$ cat src/rtl/pipeline_stall_ctrl_if.sv
// Signal bundle between the pipeline stages and the central stall controller.
// The pipeline side is the master and the controller is the slave.
interface pipeline_stall_ctrl_if #(
  parameter int CNT_W = 32
);
  logic             id_reg1_read_i;
  logic [4:0]       id_reg1_addr_i;
  logic             id_reg2_read_i;
  logic [4:0]       id_reg2_addr_i;
  logic             ex_is_load_i;
  logic             ex_wreg_i;
  logic [4:0]       ex_wd_i;
  logic             ex_stallreq_i;
  logic             mem_stallreq_i;
  logic [5:0]       stall_o;
  logic             load_bubble_o;
  logic [CNT_W-1:0] stall_cycles_o;
  logic [CNT_W-1:0] bubble_count_o;
  logic             timeout_o;

  modport master (
    output id_reg1_read_i, id_reg1_addr_i, id_reg2_read_i, id_reg2_addr_i,
    output ex_is_load_i, ex_wreg_i, ex_wd_i, ex_stallreq_i, mem_stallreq_i,
    input  stall_o, load_bubble_o, stall_cycles_o, bubble_count_o, timeout_o
  );

  modport slave (
    input  id_reg1_read_i, id_reg1_addr_i, id_reg2_read_i, id_reg2_addr_i,
    input  ex_is_load_i, ex_wreg_i, ex_wd_i, ex_stallreq_i, mem_stallreq_i,
    output stall_o, load_bubble_o, stall_cycles_o, bubble_count_o, timeout_o
  );
endinterface

$ cat src/rtl/pipeline_stall_ctrl.sv
// Central stall controller for the 5-stage MIPS pipeline: load-use bubble insertion,
// arbitration against EX/MEM stall requests, saturating statistics and an EX watchdog.
module pipeline_stall_ctrl #(
  parameter int CNT_W      = 32,
  parameter int EX_TIMEOUT = 64
) (
  input logic                 clk,
  input logic                 rst,
  pipeline_stall_ctrl_if.slave ctrl
);

  localparam int WD_W = $clog2(EX_TIMEOUT + 1);

  typedef enum logic [1:0] {
    RUN    = 2'd0,
    BUBBLE = 2'd1,
    EXWAIT = 2'd2
  } state_t;

  state_t           state, state_nx;
  logic             hz_raw;
  logic             hz;
  logic             ex_only;
  logic [5:0]       stall;
  logic             bubble;
  logic [CNT_W-1:0] stall_cnt;
  logic [CNT_W-1:0] bub_cnt;
  logic [WD_W-1:0]  wd_cnt, wd_cnt_nx;
  logic             timeout;

  function automatic logic [CNT_W-1:0] sat_inc(input logic [CNT_W-1:0] v);
    return (&v) ? v : v + CNT_W'(1);
  endfunction

  function automatic logic [WD_W-1:0] wd_inc(input logic [WD_W-1:0] v);
    return (v == WD_W'(EX_TIMEOUT)) ? v : v + WD_W'(1);
  endfunction

  always_comb begin
    hz_raw = ctrl.ex_is_load_i & ctrl.ex_wreg_i & (ctrl.ex_wd_i != 5'd0) &
             ((ctrl.id_reg1_read_i & (ctrl.id_reg1_addr_i == ctrl.ex_wd_i)) |
              (ctrl.id_reg2_read_i & (ctrl.id_reg2_addr_i == ctrl.ex_wd_i)));
    // EX already holds the NOP while in BUBBLE; a second bubble would be redundant.
    hz      = hz_raw & (state != BUBBLE);
    ex_only = ctrl.ex_stallreq_i & ~ctrl.mem_stallreq_i;
  end

  always_comb begin
    stall    = 6'b000000;
    bubble   = 1'b0;
    state_nx = state;
    if (ctrl.mem_stallreq_i) begin
      stall = 6'b011111;
    end else if (ctrl.ex_stallreq_i) begin
      stall = 6'b001111;
    end else if (hz) begin
      stall  = 6'b000111;
      bubble = 1'b1;
    end
    case (state)
      RUN: begin
        if (bubble)       state_nx = BUBBLE;
        else if (ex_only) state_nx = EXWAIT;
      end
      BUBBLE: begin
        state_nx = ex_only ? EXWAIT : RUN;
      end
      EXWAIT: begin
        // The hazard check stays live here, so a load-use pair waiting behind
        // a multi-cycle op still gets its bubble on the release cycle.
        if (!ctrl.ex_stallreq_i) state_nx = bubble ? BUBBLE : RUN;
      end
      default: state_nx = RUN;
    endcase
  end

  // The entry cycle counts toward the watchdog, so the flag rises on the
  // EX_TIMEOUT-th consecutive cycle of an EX stall.
  always_comb begin
    wd_cnt_nx = (state_nx == EXWAIT) ? wd_inc(wd_cnt) : '0;
  end

  always_ff @(posedge clk or posedge rst) begin
    if (rst) begin
      state     <= RUN;
      stall_cnt <= '0;
      bub_cnt   <= '0;
      wd_cnt    <= '0;
      timeout   <= 1'b0;
    end else begin
      state  <= state_nx;
      wd_cnt <= wd_cnt_nx;
      if (stall != 6'b000000) stall_cnt <= sat_inc(stall_cnt);
      if (bubble)             bub_cnt   <= sat_inc(bub_cnt);
      if (wd_cnt_nx == WD_W'(EX_TIMEOUT)) timeout <= 1'b1;
    end
  end

  assign ctrl.stall_o        = rst ? 6'b000000 : stall;
  assign ctrl.load_bubble_o  = rst ? 1'b0 : bubble;
  assign ctrl.stall_cycles_o = stall_cnt;
  assign ctrl.bubble_count_o = bub_cnt;
  assign ctrl.timeout_o      = timeout;

endmodule
$ cat src/flat_wrapper.sv
// flat-port wrapper written by rule: the top's interface ports become plain ports
module pipeline_stall_ctrl_flat 
#(
  parameter int CNT_W      = 32,
  parameter int EX_TIMEOUT = 64
)
  (clk, rst, ctrl_id_reg1_read_i, ctrl_id_reg1_addr_i, ctrl_id_reg2_read_i, ctrl_id_reg2_addr_i, ctrl_ex_is_load_i, ctrl_ex_wreg_i, ctrl_ex_wd_i, ctrl_ex_stallreq_i, ctrl_mem_stallreq_i, ctrl_stall_o, ctrl_load_bubble_o, ctrl_stall_cycles_o, ctrl_bubble_count_o, ctrl_timeout_o);
  pipeline_stall_ctrl_if #(.CNT_W(CNT_W)) ctrl_i ();
  input logic clk;
  input logic rst;
  input wire logic [$bits(ctrl_i.id_reg1_read_i)-1:0] ctrl_id_reg1_read_i;
  input wire logic [$bits(ctrl_i.id_reg1_addr_i)-1:0] ctrl_id_reg1_addr_i;
  input wire logic [$bits(ctrl_i.id_reg2_read_i)-1:0] ctrl_id_reg2_read_i;
  input wire logic [$bits(ctrl_i.id_reg2_addr_i)-1:0] ctrl_id_reg2_addr_i;
  input wire logic [$bits(ctrl_i.ex_is_load_i)-1:0] ctrl_ex_is_load_i;
  input wire logic [$bits(ctrl_i.ex_wreg_i)-1:0] ctrl_ex_wreg_i;
  input wire logic [$bits(ctrl_i.ex_wd_i)-1:0] ctrl_ex_wd_i;
  input wire logic [$bits(ctrl_i.ex_stallreq_i)-1:0] ctrl_ex_stallreq_i;
  input wire logic [$bits(ctrl_i.mem_stallreq_i)-1:0] ctrl_mem_stallreq_i;
  output wire logic [$bits(ctrl_i.stall_o)-1:0] ctrl_stall_o;
  output wire logic [$bits(ctrl_i.load_bubble_o)-1:0] ctrl_load_bubble_o;
  output wire logic [$bits(ctrl_i.stall_cycles_o)-1:0] ctrl_stall_cycles_o;
  output wire logic [$bits(ctrl_i.bubble_count_o)-1:0] ctrl_bubble_count_o;
  output wire logic [$bits(ctrl_i.timeout_o)-1:0] ctrl_timeout_o;
  assign ctrl_i.id_reg1_read_i = ctrl_id_reg1_read_i;
  assign ctrl_i.id_reg1_addr_i = ctrl_id_reg1_addr_i;
  assign ctrl_i.id_reg2_read_i = ctrl_id_reg2_read_i;
  assign ctrl_i.id_reg2_addr_i = ctrl_id_reg2_addr_i;
  assign ctrl_i.ex_is_load_i = ctrl_ex_is_load_i;
  assign ctrl_i.ex_wreg_i = ctrl_ex_wreg_i;
  assign ctrl_i.ex_wd_i = ctrl_ex_wd_i;
  assign ctrl_i.ex_stallreq_i = ctrl_ex_stallreq_i;
  assign ctrl_i.mem_stallreq_i = ctrl_mem_stallreq_i;
  assign ctrl_stall_o = ctrl_i.stall_o;
  assign ctrl_load_bubble_o = ctrl_i.load_bubble_o;
  assign ctrl_stall_cycles_o = ctrl_i.stall_cycles_o;
  assign ctrl_bubble_count_o = ctrl_i.bubble_count_o;
  assign ctrl_timeout_o = ctrl_i.timeout_o;
  pipeline_stall_ctrl #(.CNT_W(CNT_W), .EX_TIMEOUT(EX_TIMEOUT)) u_core (.clk(clk), .rst(rst), .ctrl(ctrl_i));
endmodule
$ cat config.mk
export PLATFORM = sky130hd
export DESIGN_NAME = pipeline_stall_ctrl_flat
export DESIGN_NICKNAME = d
export VERILOG_FILES = /design/src/rtl/pipeline_stall_ctrl_if.sv /design/src/rtl/pipeline_stall_ctrl.sv /design/src/flat_wrapper.sv
export SDC_FILE = /design/constraint.sdc
export NUM_CORES = 1
export LEC_CHECK = 0
export ABC_AREA = 1
export CELL_PAD_IN_SITES_DETAIL_PLACEMENT = 1
export CELL_PAD_IN_SITES_GLOBAL_PLACEMENT = 1
export CORE_UTILIZATION = 33
export DETAILED_ROUTE_END_ITERATION = 12
export DONT_BUFFER_PORTS = 1
export PLACE_DENSITY = 0.62
export SYNTH_ARGS = -nofsm -noshare
export SYNTH_HDL_FRONTEND = slang
export SYNTH_SLANG_ARGS = --single-unit
$ cat constraint.sdc
create_clock -name clk -period 2.2 [get_ports clk]
set_clock_uncertainty 0.2 [all_clocks]
set_input_delay 0.33 -clock clk [delete_from_list [all_inputs] [get_ports clk]]
set_output_delay 0.33 -clock clk [all_outputs]
set_load 0.05 [all_outputs]
* Word-level counts from Yosys, hierarchy flattened
Cells that the tools add are included.
** Storage, ports and cells
- Bits in registers :: 74
- Input port bits :: 23
- Output and inout bits :: 72
- Logic and storage cells :: 50
** Operators by class
- Add/sub/neg operators :: 3
- Equality and inequality tests :: 8
- Multiplexer cells :: 16
- Bitwise logic cells :: 11
- Reduce and logical (&&, ||, !) cells :: 7
** Operators with widths (number)
- $add A32 B1 Y32 const B :: 2
- $reduce_and A32 Y1 :: 2
- $mux W6 :: 3
- $eq A7 B7 Y1 const B :: 2
- $mux W7 :: 2
- $eq A5 B5 Y1 :: 2
- $mux W2 :: 4
- $add A7 B1 Y7 const B :: 1
- $and A1 B1 Y1 :: 7
- $pmux W2 S3 :: 1
- $reduce_bool A6 Y1 :: 1
- $mux W1 :: 5
- $reduce_bool A5 Y1 :: 1
- $eq A2 B2 Y1 const B :: 2
- $reduce_and A2 Y1 :: 2
- $mux W3 :: 1
- $not A1 Y1 :: 3
- $eq A2 B1 Y1 const B :: 1
- $logic_not A2 Y1 :: 1
- $ne A2 B1 Y1 const B :: 1
- $or A1 B1 Y1 :: 1

* Depth between registers and ports, before layout
- Word-level depth :: 14
- Depth in mapped cells :: 12
- Depth with buffers taken out :: 11

* Worst setup path before layout
OpenSTA, ideal clock, no wires.
- Kind :: input to output
- Start point :: input ctrl_ex_wd_i[2]
- End point :: output ctrl_stall_o[1]
- Arrival time :: 1980 ps
- Required time :: 1670 ps
- Slack :: -310 ps
- Stages :: 9
- Path buffers :: 1
- Cells stage by stage :: inv_1 nand2_1 nand2_1 nor2_1 nand3_1 nand2_1 nand2_1 a21oi_1 buf_4
** On the way
- Word-level cells in the longest chain between the ends :: 9
- Elaborated cells between the ends (all ways) :: 13
- Classes of those cells :: 2 x eq/ne; 4 x mux; 6 x bitwise; 1 x reduce/logical
** RTL lines
- from (decl) :: RTL line flat_wrapper.sv:17 : input wire logic [$bits(ctrl_i.ex_wd_i)-1:0] ctrl_ex_wd_i;
- $eq A5 B5 Y1 (on tied branches) :: RTL line pipeline_stall_ctrl.sv:41, pipeline_stall_ctrl.sv:42
- $and A1 B1 Y1 (on tied branches) :: RTL line pipeline_stall_ctrl.sv:41, pipeline_stall_ctrl.sv:42
- $or A1 B1 Y1 :: RTL line pipeline_stall_ctrl.sv:41 : ((ctrl.id_reg1_read_i & (ctrl.id_reg1_addr_i == ctrl.ex_wd_i)) |
- $and A1 B1 Y1 * :: RTL line pipeline_stall_ctrl.sv:40 : hz_raw = ctrl.ex_is_load_i & ctrl.ex_wreg_i & (ctrl.ex_wd_i != 5'd0) &
- $and A1 B1 Y1 * :: RTL line pipeline_stall_ctrl.sv:44 : hz = hz_raw & (state != BUBBLE);
- $mux W3 * :: RTL line pipeline_stall_ctrl.sv:56 : end else if (hz) begin
- $mux W6 * :: RTL line pipeline_stall_ctrl.sv:54 : end else if (ctrl.ex_stallreq_i) begin
- $mux W6 * :: RTL line pipeline_stall_ctrl.sv:52 : if (ctrl.mem_stallreq_i) begin
- $mux W6 * :: RTL line pipeline_stall_ctrl.sv:99 : assign ctrl.stall_o = rst ? 6'b000000 : stall;
- to (decl) :: RTL line flat_wrapper.sv:20 : output wire logic [$bits(ctrl_i.stall_o)-1:0] ctrl_stall_o;
Every way passes the cells marked *; elsewhere a longest branch is shown, timed or not.

* Final worst setup path
- Start point :: register u_core.state[0]
- End point :: output ctrl_stall_o[2]
** On the way
- Word-level cells in the longest chain between the ends :: 6
** RTL lines
- from (decl) :: RTL line pipeline_stall_ctrl.sv:20 : state_t state, state_nx;
- from (signal assigned) :: RTL line pipeline_stall_ctrl.sv:91 : state <= state_nx;
- $ne A2 B1 Y1 :: RTL line pipeline_stall_ctrl.sv:44
- $and A1 B1 Y1 :: RTL line pipeline_stall_ctrl.sv:44
- $mux W3 :: RTL line pipeline_stall_ctrl.sv:56
- $mux W6 :: RTL line pipeline_stall_ctrl.sv:54
- $mux W6 :: RTL line pipeline_stall_ctrl.sv:52
- $mux W6 :: RTL line pipeline_stall_ctrl.sv:99
Every way passes these cells.

==> results.md <==
* Fin. max-slew vios at 0
* Die area at 0.01598 mm^2
* Initial antenna violation count at 0
* Synthesis Warnings at 0
* Maxcap violations at 0
* Port bufs at 0
* DR iter-0 viols at 145
* Syn Nets at 813
* Synth Register Bits at 74
* Post-Route WL at 16990 um
* FMAX at 475.1 MHz
* Period minus WS final at 2.105 ns
* Distinct cells, synth at 27
* Most common cell on crit path: nand2_1
* Cells after Synth at around 790
* Antenna Nets Post-Route at 0
* Combinational power share at around 17%
* Overall Power at 3.882 mW
* Post-synthesis area per instance at 6.498 um^2
* Sequential area share after synthesis at 36.26%
* Crit-path cells: nand2_1 -> nand4_1 -> inv_2 -> nand2_1 -> a21oi_4 -> buf_12
* Top_reg_cell synth: dfrtp_1
* Initial DRT Pass Iterations at 4
* Placer congestion estimate at 0.8477
* PwrDens at just over 600 mW/mm^2
* CORE AREA at about 0.015 mm^2
* Clock share of power at between 40% and 50%
* Ys async rst share at 100.0%
* Area growth syn-to-layout at 24.33%
* Placed Area at 0.005964 mm^2
* Design area at 0.006350 mm^2
* Post-route clock period utilization at a little over nine tenths
* Critical path's slowest cell: dfrtp_1
* Register share of total power at between 30% and 40%
* Total Neg Setup Slack at 0 ns
* Crit path kind: register to output pin
* CTS Sinks at 74
* Switching Share at roughly 30%
* Number of buffers created by CTS at 9
* GRT overflow at 0
* Setup crit end kind: output pin
* Worst path buffer plus inverter count at 2
* Yosys top cell area share at 36.26%
* Min-delay worst type: input pin to register
* Layout cells sized above 1 at between 10 and 15%
* Initial Utilization at 33.72%
* NetSw at 1.136 mW
* Crit path launch type: register
* Die width at 126.4 um
* Delay of the slowest cell on the worst path at 0.40 ns
* Finish-stage setup viols at 0
* Clock buffer depth at 2
* Total GRT Usage at 22.31%
* Row count at 45
* Setup slack after layout at 0.09498 ns
* Pint at 2.746 mW
* CTS tree: done
* Final Hold Viols at 0
* Via count at ~5200
* CP arrival at 1.58 ns
* Via/cell ratio at 4.932
* RSZ-0062 raised after global routing: no
* Commonest cells post-synth: nand2_1 (335), nor2_1 (108), nand3_1 (82), dfrtp_1 (74), inv_1 (55)
* Family with the most delay on the worst path: flip-flops
* Final core occ at 41.92%
* Final net count at 897
* First-pass GRT wire length at 28060 um
* Status: finished clean
* Worst slew pin tran at 0.5498 ns
* Antenna Cells at 0
* Required @ worst endpoint at approximately 1.7 ns
* CP Max Fanout at 3
* Post-Place Worst Slack at 0.07425 ns
* Clock Pin Slew Worst Setup and Hold Paths at 0.06 ns
* Io pins at 95
* Static Leak at 3.216 nW
* Post-synth EDFFs at 0
* Pin count of the biggest net entering global routing at 46
* Die height at around 130 um
* Netlist area before placement at slightly above 0.005 mm^2
* Dpl hpwl at 13320 um
* Peak supply drop at about 0.37 mV
* Area contributors post-synth: dfrtp_1 (36%), nand2_1 (25%), nand3_1 (8.0%)
* Vias in the first global route at 5640
* Max_slew headroom at 63.21%
* Most numerous cell in the Yosys netlist: nand2_1
* Worst skew pair latency at 0.34 ns
* DRC at 0
* Synth area leader: dfrtp_1
* Routed len/inst at roughly 16 um
* Clock Tree Root: clkbuf_16
* Number of H-tree levels at 3
==> metal layers <==
metal	track usage, %	share of wire, %	up-vias	routed length (um)
li1	-	-	2608	-
met1	25.14	42	2540	7105
met3	3.416	3.4	20	576
met4	7.371	1.8	0	310
met2	42.57	53	75	8995
met5	0	0	-	0
==> power by group through the flow <==
stage                     logic [mW]  registers (mW)  clock network, mW
after global routing           0.698            1.49               1.84
after floorplan                0.258            1.68                  0
after detailed placement       0.644            1.50                  0
final                          0.641            1.48               1.76
after CTS                      0.651            1.48               1.80
after global placement         0.628            1.50                  0
==> final timing paths <==
kind	startpoint	to	slack, ns	cells after the start
setup / recovery	u_core.state[0]	ctrl_stall_o[2]	0.09	6
hold / removal	ctrl_ex_stallreq_i	u_core.state[1]	0.04	2
max in group asynchronous	rst	u_core.ctrl.stall_cycles_o[0]	1.02	3
setup reg to reg	u_core.ctrl.bubble_count_o[1]	u_core.ctrl.bubble_count_o[14]	0.13	9
hold reg to reg	u_core.state[0]	u_core.state[0]	0.27	1
min in group asynchronous	rst	u_core.state[1]	0.23	2
==> state kept, by name, summed over array words and instances, names as in the netlist <==
signal                      cells
u_core.ctrl.bubble_count_o     32
u_core.ctrl.stall_cycles_o     32
u_core.wd_cnt                   7
u_core.state                    2
u_core.ctrl.timeout_o           1
==> what timing repair did <==
item / CTS / global route
hold buffers: 1 / 0
setup buffers: 0 / 1
endpoints found under the setup margin: 0 / 32
hold endpoints to repair: 74 / 0
resized for setup: 0 / 7
==> kinds of logic after synthesis <==
kind of cell	count (synthesis)	synth area share [%]
buffers and inverters	83	7.202
and+or+nand+nor	570	46.59
AOI/OAI and AO/OA	5	0.4899
DFF	74	36.26
xor gates and xnor gates	49	8.403
other	1	0.07342
adders and majority gates	4	0.9800
==> per-stage QoR <==
step	cells	hold WS (ns)
floorplan	786	0.2258
global placement	1045	-0.01782
detailed placement	1045	-0.01213
CTS	1062	0.03225
global route	1063	0.06149
finish	1063	0.03986
==> layout make-up <==
| cell class | count | area [um^2] |
|---|---|---|
| multi-input combinational | 629 | 2909 |
| clock buffer | 12 | 246.5 |
| inverter | 62 | 236.5 |
| fill | 1938 | 8796 |
| clock inverter | 4 | 98.84 |
| timing repair buffer | 94 | 769.5 |
| sequential | 74 | 1854 |
| tap | 188 | 235.2 |
==> layout by cell type, fill, tap and decap left out, types with 2 or more instances in the layout <==
master and instances:
nand3_2 2, nand2_2 4, buf_12 4, clkbuf_16 9, nand4_1 9, o21ai_0 2, nor3_1 15, nor2_2 2
bufinv_16 3, nand2_1 335, a21oi_1 2, dfrtp_1 72, clkbuf_1 2, buf_4 86, inv_2 7, buf_6 3
nor2_1 108, xor2_1 31, xnor2_1 18, nand3b_1 8, ha_1 4, nor2_4 3, nand3_1 80, inv_1 53
dfrtp_2 2
No activity file was read; power rests on OpenSTA's default activity.
